<file path="src/rtl/vga_timing_gen_pkg.sv">
// Default 640x480@60 VGA timing constants and the coordinate type.
package vga_timing_pkg;

  typedef logic [9:0] coord_t;

  localparam int H_VISIBLE  = 640;
  localparam int H_FRONT    = 16;
  localparam int H_SYNC     = 96;
  localparam int H_BACK     = 48;
  localparam int V_VISIBLE  = 480;
  localparam int V_FRONT    = 10;
  localparam int V_SYNC     = 2;
  localparam int V_BACK     = 33;
  localparam int SYNC_DELAY = 2;

  localparam int H_TOTAL = H_VISIBLE + H_FRONT + H_SYNC + H_BACK;  // 800
  localparam int V_TOTAL = V_VISIBLE + V_FRONT + V_SYNC + V_BACK;  // 525

  // Sync pulse windows, half-open [START, END).
  localparam coord_t HS_START = coord_t'(H_VISIBLE + H_FRONT);
  localparam coord_t HS_END   = coord_t'(H_VISIBLE + H_FRONT + H_SYNC);
  localparam coord_t VS_START = coord_t'(V_VISIBLE + V_FRONT);
  localparam coord_t VS_END   = coord_t'(V_VISIBLE + V_FRONT + V_SYNC);

endpackage

</file>
<file path="src/rtl/vga_timing_gen_if.sv">
// Raster coordinate / sync bundle from the timing generator to image modules.
interface vga_timing_if;
  import vga_timing_pkg::*;

  coord_t DrawX;
  coord_t DrawY;
  logic   blank;
  logic   hs;
  logic   vs;
  logic   line_start;
  logic   frame_start;

  modport master (output DrawX, DrawY, blank, hs, vs, line_start, frame_start);
  modport slave  (input  DrawX, DrawY, blank, hs, vs, line_start, frame_start);
endinterface

</file>
<file path="src/rtl/vga_timing_gen_sync_delay_line.sv">
// Fixed-depth shift register with all-ones reset; DEPTH=0 is a plain wire.
module sync_delay_line #(
  parameter int WIDTH = 2,
  parameter int DEPTH = 2
) (
  input  logic             clk,
  input  logic             rst,
  input  logic [WIDTH-1:0] din,
  output logic [WIDTH-1:0] dout
);

  generate
    if (DEPTH == 0) begin : g_bypass
      assign dout = din;
    end else begin : g_pipe
      // tap[k] is the value after k register stages.
      wire [WIDTH-1:0] tap [DEPTH+1];
      assign tap[0] = din;

      for (genvar gi = 0; gi < DEPTH; gi++) begin : g_stage
        logic [WIDTH-1:0] q_reg;
        // One delay stage; idles high so sync outputs are inactive after reset.
        always_ff @(posedge clk) begin
          if (rst) q_reg <= '1;
          else     q_reg <= tap[gi];
        end
        assign tap[gi+1] = q_reg;
      end

      assign dout = tap[DEPTH];
    end
  endgenerate

endmodule

</file>
<file path="src/rtl/vga_timing_gen.sv">
// VGA raster counters, active-video / start decodes and pipelined sync outputs.
module vga_timing_gen
  import vga_timing_pkg::*;
#(
  parameter int H_VISIBLE  = vga_timing_pkg::H_VISIBLE,
  parameter int H_FRONT    = vga_timing_pkg::H_FRONT,
  parameter int H_SYNC     = vga_timing_pkg::H_SYNC,
  parameter int H_BACK     = vga_timing_pkg::H_BACK,
  parameter int V_VISIBLE  = vga_timing_pkg::V_VISIBLE,
  parameter int V_FRONT    = vga_timing_pkg::V_FRONT,
  parameter int V_SYNC     = vga_timing_pkg::V_SYNC,
  parameter int V_BACK     = vga_timing_pkg::V_BACK,
  parameter int SYNC_DELAY = vga_timing_pkg::SYNC_DELAY
) (
  input  logic            vga_clk,
  input  logic            reset,
  vga_timing_if.master    vga
);

  localparam coord_t H_MAX   = coord_t'(H_VISIBLE + H_FRONT + H_SYNC + H_BACK - 1);
  localparam coord_t V_MAX   = coord_t'(V_VISIBLE + V_FRONT + V_SYNC + V_BACK - 1);
  localparam coord_t H_VIS_C = coord_t'(H_VISIBLE);
  localparam coord_t V_VIS_C = coord_t'(V_VISIBLE);
  localparam coord_t HS_ON   = coord_t'(H_VISIBLE + H_FRONT);
  localparam coord_t HS_OFF  = coord_t'(H_VISIBLE + H_FRONT + H_SYNC);
  localparam coord_t VS_ON   = coord_t'(V_VISIBLE + V_FRONT);
  localparam coord_t VS_OFF  = coord_t'(V_VISIBLE + V_FRONT + V_SYNC);

  coord_t     h_cnt_reg;
  coord_t     v_cnt_reg;
  logic       hs_raw;
  logic       vs_raw;
  logic [1:0] sync_out;

  // Pixel/line counters; the line counter only moves on the end-of-line wrap.
  always_ff @(posedge vga_clk) begin
    if (reset) begin
      h_cnt_reg <= '0;
      v_cnt_reg <= '0;
    end else if (h_cnt_reg == H_MAX) begin
      h_cnt_reg <= '0;
      if (v_cnt_reg == V_MAX) v_cnt_reg <= '0;
      else                    v_cnt_reg <= v_cnt_reg + 10'd1;
    end else begin
      h_cnt_reg <= h_cnt_reg + 10'd1;
    end
  end

  // Undelayed active-low syncs decoded straight from the counters.
  always_comb begin
    hs_raw = !((h_cnt_reg >= HS_ON) && (h_cnt_reg < HS_OFF));
    vs_raw = !((v_cnt_reg >= VS_ON) && (v_cnt_reg < VS_OFF));
  end

  // Syncs are delayed to match the ROM read + palette register latency.
  sync_delay_line #(
    .WIDTH (2),
    .DEPTH (SYNC_DELAY)
  ) u_sync_delay (
    .clk  (vga_clk),
    .rst  (reset),
    .din  ({hs_raw, vs_raw}),
    .dout (sync_out)
  );

  // Coordinates and decodes are aligned with the counter registers.
  always_comb begin
    vga.DrawX       = h_cnt_reg;
    vga.DrawY       = v_cnt_reg;
    vga.blank       = (h_cnt_reg < H_VIS_C) && (v_cnt_reg < V_VIS_C);
    vga.line_start  = (h_cnt_reg == '0);
    vga.frame_start = (h_cnt_reg == '0) && (v_cnt_reg == '0);
    vga.hs          = sync_out[1];
    vga.vs          = sync_out[0];
  end

endmodule

</file>
<file path="src/flat_wrapper.sv">
// flat-port wrapper written by rule: the top's interface ports become plain ports
module vga_timing_gen_flat import vga_timing_pkg::*;
#(
  parameter int H_VISIBLE  = vga_timing_pkg::H_VISIBLE,
  parameter int H_FRONT    = vga_timing_pkg::H_FRONT,
  parameter int H_SYNC     = vga_timing_pkg::H_SYNC,
  parameter int H_BACK     = vga_timing_pkg::H_BACK,
  parameter int V_VISIBLE  = vga_timing_pkg::V_VISIBLE,
  parameter int V_FRONT    = vga_timing_pkg::V_FRONT,
  parameter int V_SYNC     = vga_timing_pkg::V_SYNC,
  parameter int V_BACK     = vga_timing_pkg::V_BACK,
  parameter int SYNC_DELAY = vga_timing_pkg::SYNC_DELAY
)
  (vga_clk, reset, vga_DrawX, vga_DrawY, vga_blank, vga_hs, vga_vs, vga_line_start, vga_frame_start);
  vga_timing_if vga_i ();
  input  logic vga_clk;
  input  logic reset;
  output wire logic [$bits(vga_i.DrawX)-1:0] vga_DrawX;
  output wire logic [$bits(vga_i.DrawY)-1:0] vga_DrawY;
  output wire logic [$bits(vga_i.blank)-1:0] vga_blank;
  output wire logic [$bits(vga_i.hs)-1:0] vga_hs;
  output wire logic [$bits(vga_i.vs)-1:0] vga_vs;
  output wire logic [$bits(vga_i.line_start)-1:0] vga_line_start;
  output wire logic [$bits(vga_i.frame_start)-1:0] vga_frame_start;
  assign vga_DrawX = vga_i.DrawX;
  assign vga_DrawY = vga_i.DrawY;
  assign vga_blank = vga_i.blank;
  assign vga_hs = vga_i.hs;
  assign vga_vs = vga_i.vs;
  assign vga_line_start = vga_i.line_start;
  assign vga_frame_start = vga_i.frame_start;
  vga_timing_gen #(.H_VISIBLE(H_VISIBLE), .H_FRONT(H_FRONT), .H_SYNC(H_SYNC), .H_BACK(H_BACK), .V_VISIBLE(V_VISIBLE), .V_FRONT(V_FRONT), .V_SYNC(V_SYNC), .V_BACK(V_BACK), .SYNC_DELAY(SYNC_DELAY)) u_core (.vga_clk(vga_clk), .reset(reset), .vga(vga_i));
endmodule
</file>
<file path="config.mk">
export PLATFORM = sky130hd
export DESIGN_NAME = vga_timing_gen_flat
export DESIGN_NICKNAME = d
export VERILOG_FILES = /design/src/rtl/vga_timing_gen_pkg.sv /design/src/rtl/vga_timing_gen_if.sv /design/src/rtl/vga_timing_gen_sync_delay_line.sv /design/src/rtl/vga_timing_gen.sv /design/src/flat_wrapper.sv
export SDC_FILE = /design/constraint.sdc
export NUM_CORES = 1
export LEC_CHECK = 0
export CAP_MARGIN = 10
export CORE_MARGIN = 2
export CORE_UTILIZATION = 35
export DETAILED_ROUTE_END_ITERATION = 6
export GPL_TIMING_DRIVEN = 0
export PLACE_DENSITY_LB_ADDON = 0.3
export SYNTH_ARGS = -nofsm -noshare
export SYNTH_HDL_FRONTEND = slang
export SYNTH_SLANG_ARGS = --single-unit
</file>
<file path="constraint.sdc">
create_clock -name vga_clk -period 1.5 [get_ports vga_clk]
set_input_delay 0.3 -clock vga_clk [delete_from_list [all_inputs] [get_ports vga_clk]]
set_output_delay 0.3 -clock vga_clk [all_outputs]
set_load 0.02 [all_outputs]
</file>
---- Word level (Yosys, flattened, before mapping) ----
Cells that the tools add are included.
cells by class
  equality and inequality tests ........... 2
  add/subtract/negate cells ............... 2
  reductions and logical operators ........ 9
  order comparisons ....................... 6
  multiplexer cells ....................... 1
operator list
  operator                 count
  $add A10 B1 Y10 const B  2
  $eq A10 B10 Y1 const B   2
  $logic_not A10 Y1        2
  $lt A10 B10 Y1 const B   2
  $lt A10 B9 Y1 const B    2
  $ge A10 B10 Y1 const B   1
  $ge A10 B9 Y1 const B    1
  $mux W10                 1
  $logic_and A1 B1 Y1      4
  $logic_not A1 Y1         2
  $reduce_or A2 Y1         1
storage, ports and cells
  output and inout bits ................... 25
  input bits .............................. 2
  flip-flop bits (word level) ............. 24
  word-level logic and storage cells ...... 24

---- Logic depth before layout (Yosys ltp) ----
Gate-level depths: netlist of run 1.
  word-level depth ........................ 3
  mapped depth ............................ 6
  gate-level depth less buffers ........... 6

---- Hierarchy ----
From an unflattened synthesis of run 1, not the netlist that was laid out.
second synthesis, totals
  cells, all modules ...................... 134
  area total of the unflattened synthesis .. 1187.4 um^2
modules (own cells, without submodules)
  module           sequential area each (um^2)  cells each  times used  area an instance (um^2)
  vga_timing_gen   400.4                        126         1           1082.3
  sync_delay_line  80.1                         8           1           105.1

---- Least setup slack after synthesis of run 1 ----
No wires, ideal clock.
  path type ............................... register to output
  start ................................... reg u_core.h_cnt_reg[2], in the netlist u_core.vga.DrawX[2]
  end ..................................... out vga_frame_start
  data required time ...................... 1.200 ns
  path buffers ............................ 1
  stages on the path, launching flop included .. 6
  arrival time ............................ 2.321 ns
  path slack .............................. -1.121 ns
  cell sequence ........................... dfxtp_1 -> clkbuf_1 -> nor4_1 -> nand2_1 -> nor4b_1 -> nor3b_1
between the ends
  word-level cells in the longest chain between the ends .. 2
RTL lines
  what                      line                  text
  start, declared           vga_timing_gen.sv:29  coord_t h_cnt_reg;
  start signal, assigned    vga_timing_gen.sv:45  h_cnt_reg <= h_cnt_reg + 10'd1;
  $logic_not A10 Y1         --
  named net vga_line_start  flat_wrapper.sv:23    output wire logic [$bits(vga_i.line_start)-1:0] vga_line_start;
  $logic_and A1 B1 Y1       vga_timing_gen.sv:72  vga.frame_start = (h_cnt_reg == '0) && (v_cnt_reg == '0);
  end, declared             flat_wrapper.sv:24    output wire logic [$bits(vga_i.frame_start)-1:0] vga_frame_start;
The timed path passes the listed nets, and every way through them passes these cells.

---- Final worst setup path of run 1 ----
  start ................................... reg u_core.h_cnt_reg[2], in the netlist u_core.vga.DrawX[2]
  end ..................................... out vga_frame_start
between the ends
  word-level cells in the longest chain between the ends .. 2
RTL lines
  what                 line
  $logic_not A10 Y1    vga_timing_gen.sv:72
  $logic_and A1 B1 Y1  vga_timing_gen.sv:72
Every way passes these cells.

==> flow_summary_export.csv, run 1 <==
group,metric,value,unit
status,status,"finished with violations",
status,violations,"setup timing",
finish,drive_above_1_share,0.287,
synth,synth_cell_types,36,
sta,holdWs,0.424,ns
die,die_area,0.00397,sq mm
route,vias,1160,
synth,synth_edf_count,0,
finish,regArea,514,sq um
power,p_sw,0.274,mW
die,initial_core_util,0.365,
power,power_density,615,mW/mm^2
route,routedWlPerCell,13.3,microns
power,total_power,1.08,mW
sta,hold_viol,0,
power,power.leakage,0.696,nW
sta,maxSlewHeadroom,0.741,
synth,ys_warn_count,0,
global_route,overflow,0,
power,clkPwrFrac,0.284,
finish,finalInstanceArea,0.00176,sq mm
power,power_frac_seq,0.600,
die,fp.dieW,63.0,microns
global_route,first_global_vias,1109,
critical_path,end_kind,"output pin",
route,drt-total-wl,2.97,mm
sta,rsz0062_at_grt,"true",
power,p_int,0.807,mW
global_route,grt_usage,0.157,
sta,setup_ws,-0.583,ns
cts,cts_sinks,24,
finish,fin_nets,185,
finish,multiInputGateArea,783,sq um
synth,netlist_area,0.00122,sq mm
sta,slew_violations,0,
synth,ys.flop_type,"dfxtp_1",
worst_hold_path,worstHoldPathType,"reg -> reg",
sta,period_share,1.39,
placement,io_buffers,26,
route,drc,0,
global_route,antenna_found_initial,0,
finish,final_common_cell,"dlygate4sd2_1",
die,ios,27,
sta,tightestPinTransition,0.385,ns
sta,layout_min_cycle_time,2.08,ns
critical_path,cp-start-kind,"flop",
global_route,grt_pass1_wl,5.04,mm
cts,clk_pin_slew,0.14,ns
synth,ys_ff_latch,24,
synth,mappedNetlistNets,150,
synth,synth_area_per_cell,8.45,sq um
placement,dpl.hpwl,2.00,mm
cts,clkLatencyLatePin,0.33,ns
critical_path,crit_type,"reg -> out",
synth,ys_seq_area_frac,0.395,
cts,cts_tree,"done",
finish,syn2layout_area_growth,44.3,%
power,vdd_ir_drop_max,0.000415,V
route,drtAntennaViolNets,0,
route,firstDrtPassIters,4,
cts,h-tree-depth,1,
finish,final_cell_mix,"dlygate4sd2_1 (22), nor2_1 (17), nand3_1 (11), dfxtp_1 (11)",
critical_path,path_max_fanout,3,
die,core,0.00334,sq mm
sta,finalSetupViolCount,20,
die,fp.dieH,63.0,microns
placement,placed_area,0.00164,sq mm
power,switching_share,0.254,
synth,synthArstFlopShare,0,
cts,cts_buffers,3,
power,combPwrFrac,0.115,
critical_path,crit_arrival,1.78,ns
sta,fmax,480,MHz
cts,clockBufferDepth,2,
finish,fillers,316,
placement,gp_congestion,0.786,
job,maxCapViolCount,0,
die,fp-row-count,21,
finish,fin_util,0.526,
sta,skew,0.0113,ns
finish,diodes,0,
cts,clockRootBuffer,"clkbuf_4",
synth,synth_cells,144,
route,drt_iter0_markers,34,
global_route,grt_max_degree,14,
critical_path,critPathRequiredTime,1.20,ns
route,vias_per_cell,5.18,
logic make-up (layout without fill, tap and decap cells):
logic type	after synthesis	after routing	share of synthesized area
and+or+nand+nor	78	78	0.361
DFF	24	24	0.395
buffers and inverters	15	49	0.0514
xor gates and xnor gates	12	12	0.0863
AOI/OAI and AO/OA	10	10	0.0576
adders and majority gates	4	4	0.0411
muxes	1	1	0.00822
cell usage after synthesis (3+ instances only):
master	instances	area [sq um]
nand2_1	8	30.0
nor3_1	5	25.0
nand4_1	7	43.8
nand3_1	12	60.1
nor2_1	19	71.3
xnor2_1	7	61.3
clkbuf_1	6	22.5
nor4_1	6	37.5
dfxtp_1	24	480
xor2_1	5	43.8
or3_1	3	18.8
o21ai_0	4	20.0
inv_1	6	22.5
ha_1	4	50.1
critical path: stages (launching register included):
cell and delay (ns):
dfxtp_4 0.39, nor4_4 0.28, nand2_2 0.10, nor4b_4 0.31, nor3b_4 0.23, buf_6 0.14
area by class of cell:
cell class | instances | area share
buffer | 6 | 0.0249
clock buffer | 4 | 0.0150
inverter | 6 | 0.0128
multi-input combinational | 105 | 0.446
sequential | 24 | 0.293
tap | 46 | 0.0328
timing repair buffer | 33 | 0.176
power groups by stage:
stage,Combinational (mW),Clock (mW),Sequential [mW]
final,0.125,0.307,0.649
after global routing,0.136,0.338,0.651
after CTS,0.129,0.307,0.649
after detailed placement,0.118,0,0.667
after global placement,0.117,0,0.666
after floorplan,0.0666,0,0.674
layer usage:
layer / routed length, microns / vias to the layer above / track usage / share of wire
li1: - / 572 / - / -
met1: 1360 / 545 / 0.204 / 0.46
met2: 1390 / 38 / 0.254 / 0.47
met3: 159 / 5 / 0.0288 / 0.054
met4: 59 / 0 / 0.0694 / 0.020
met5: 0 / - / 0 / 0
what timing repair did:
action                     in CTS  in global routing
hold endpoints to repair        0                  0
pin swaps                      10                  6
gates resized for setup        55                 18
buffers inserted                4                  3
hold buffers                    0                  0
setup endpoints to repair      42                 23
path summary, 6_finish.rpt:
path | end | depth (start not counted) | slack, ns | startpoint
worst max-delay path | vga_frame_start | 5 | -0.58 | u_core.vga.DrawX[2]
worst min-delay path | u_core.u_sync_delay.dout[0] | 1 | 0.42 | u_core.u_sync_delay.g_pipe.g_stage[0].q_reg[0]
worst max register to register | u_core.vga.DrawY[9] | 5 | -0.21 | u_core.vga.DrawX[6]
worst min register to register | u_core.u_sync_delay.dout[0] | 1 | 0.42 | u_core.u_sync_delay.g_pipe.g_stage[0].q_reg[0]
metrics by stage:
step                cells  TNS (ns)  setup WS, ns
finish                224     -3.35        -0.583
detailed placement    216     -4.96        -0.803
CTS                   224     -6.20        -0.645
global placement      216     -4.61        -0.788
floorplan             144     -2.86        -0.429
global route          224     -4.65        -0.681
Note: power is estimated with default switching activity, not from simulation.
==> run 2, diff against run 1 <==
CAP_MARGIN = 20   (was 10)
==> results of run 2 <==
Same layout as run 1: the final DEF is identical, and so are final timing and power.
==> run 3, diff against run 2 <==
CORE_UTILIZATION = 44   (was 35)
CTS_CLUSTER_SIZE = 12   (was default)
==> run 3 against run 2 <==
Against the previous run:
- the run still ends with setup timing left
- non-clock buffer count grew 3
- setup slack gained 0.064 ns
- total power shrank 2.5%
- worst hold slack gained 0.0013 ns
- sequential share of layout area grew 0.56 points
- final cell count shrank 5.4%
- clock power shrank 6%
- clock-buffer cell count is the same
- global-route usage grew 2.6 points
==> flow_summary_export.csv, run 3 (synthesis results as in run 1) <==
group,metric,value,unit
global_route,gr-usage-met3,0.0230,
critical_path,critical-path-slowest-cell,"dfxtp_4",
finish,diodes,0,
critical_path,crit_family,"simple AND/OR/NAND/NOR gates",
finish,final_common_cell,"dlygate4sd2_1",
power,p_sw,0.251,mW
die,initial_core_util,0.453,
placement,dpl.hpwl,1.95,mm
global_route,overflow,0,
cts,clkLatencyLatePin,0.31,ns
sta,slew_violations,0,
sta,period_share,1.35,
critical_path,end_kind,"output pin",
finish,fin_util,0.643,
critical_path,reg2regPathDepth,6,
power,p_int,0.803,mW
cts,cts.hold.buffers_added,0,
cts,cts_buffers,3,
route,firstDrtPassIters,4,
worst_hold_path,worstHoldPathType,"reg -> reg",
die,die_area,0.00320,sq mm
cts,cts_tree,"done",
global_route,met2_usage,0.324,
critical_path,cp.depth,5,
sta,tightestPinTransition,0.383,ns
route,drt_iter0_markers,17,
global_route,grt_max_degree,14,
sta,hold_viol,0,
critical_path,crit_arrival,1.72,ns
cts,cts_sinks,24,
cts,h-tree-depth,1,
power,power_frac_seq,0.614,
sta,setup_ws,-0.518,ns
worst_hold_path,whs_path_depth,1,
critical_path,max_stage_delay,0.37,ns
placement,io_buffers,26,
global_route,antenna_found_initial,0,
finish,finalInstanceArea,0.00173,sq mm
sta,skew,0.00168,ns
global_route,first_global_vias,1118,
job,maxCapViolCount,0,
global_route,grt_usage,0.183,
finish,syn2layout_area_growth,41.9,%
die,core,0.00269,sq mm
status,violations,"setup timing",
route,drtAntennaViolNets,0,
global_route,grt_pass1_wl,4.65,mm
finish,fin_nets,188,
die,fp-row-count,19,
route,routedWlPerCell,12.8,microns
power,power_density,610,mW/mm^2
cts,clockBufferDepth,2,
global_route,grt.busiest_layer,"met2",
power,switching_share,0.238,
status,status,"finished with violations",
power,combPwrFrac,0.113,
cts,clockRootBuffer,"clkbuf_4",
critical_path,critPathRequiredTime,1.20,ns
route,vias,1140,
critical_path,cp-start-kind,"flop",
power,power.leakage,0.692,nW
sta,fmax,495,MHz
sta,rsz0062_at_grt,"true",
die,fp.dieW,56.6,microns
die,ios,27,
die,fp.dieH,56.6,microns
finish,final_cell_mix,"dlygate4sd2_1 (22), nor2_1 (19), nand3_1 (11)",
critical_path,path_max_fanout,3,
route,drc,0,
sta,maxSlewHeadroom,0.744,
finish,drive_above_1_share,0.276,
critical_path,crit_type,"reg -> out",
critical_path,worstPathCellList,"nor4_2, nand2_1, nor4b_4, nor3b_4, buf_6",
route,vias_per_cell,5.38,
power,total_power,1.05,mW
sta,finalSetupViolCount,19,
placement,gp_congestion,0.888,
cts,clk_pin_slew,0.12,ns
power,vdd_ir_drop_max,0.000491,V
placement,placed_area,0.00162,sq mm
power,clkPwrFrac,0.273,
sta,layout_min_cycle_time,2.02,ns
route,drt-total-wl,2.72,mm
global_route,met1_usage,0.207,
critical_path,worst-path-buf-inv,1,
[run 3: cell types whose count changed in the layout (fill, tap and decap cells not counted), sizes merged]
cell / previous run / this run
clkbuf: 6 / 8
buf: 14 / 15
[run 3: per-layer routing]
metal  up-vias  routed length [microns]
met1       529                     1150
met4         0                       81
met3        10                       88
met2        26                     1400
li1        575                        -
met5         -                        0
[run 3: repair_timing]
action                     in CTS  in global routing
setup endpoints to repair      42                 23
pin swaps                      10                  6
gates resized for setup        54                 10
hold endpoints to repair        0                  0
buffers inserted                7                  2
[run 3: power by group through the flow]
stage,sequential [mW],combinational [mW],clock (mW)
floorplan,0.674,0.0666,0
global placement,0.666,0.117,0
detailed placement,0.666,0.116,0
CTS,0.648,0.125,0.300
global route,0.649,0.131,0.327
finish,0.647,0.119,0.288
[run 3: worst register-to-register path: stages, from the launching register on]
cell and delay, ns:
dfxtp_4 0.36, buf_6 0.13, or3_4 0.38, buf_6 0.14, or3_4 0.36, o21bai_4 0.22, nor2_1 0.07
[run 3: worst paths after layout]
path	from	slack (ns)	to
hold / removal	u_core.u_sync_delay.g_pipe.g_stage[0].q_reg[0]	0.43	u_core.u_sync_delay.dout[0]
setup reg to reg	u_core.vga.DrawX[5]	-0.26	u_core.vga.DrawY[5]
setup / recovery	u_core.vga.DrawX[2]	-0.52	vga_frame_start
hold reg to reg	u_core.u_sync_delay.g_pipe.g_stage[0].q_reg[0]	0.43	u_core.u_sync_delay.dout[0]
[run 3: cell type report]
class	instances	area, sq um
Sequential cell	24	515
Timing Repair Buffer	35	312
Buffer	7	50.0
Tap cell	31	38.8
Clock buffer	4	26.3
Inverter	6	22.5
Multi-Input combinational cell	105	763
Fill cell	237	958
[run 3: through the flow]
step | TNS, ns | cells | hold WS, ns | worst slack [ns]
after detailed placement | -4.70 | 201 | 0.398 | -0.778
after global placement | -4.42 | 201 | 0.395 | -0.784
after CTS | -5.78 | 212 | 0.429 | -0.601
after floorplan | -2.86 | 144 | 0.389 | -0.429
after global routing | -5.18 | 212 | 0.442 | -0.639
final | -3.91 | 212 | 0.425 | -0.518
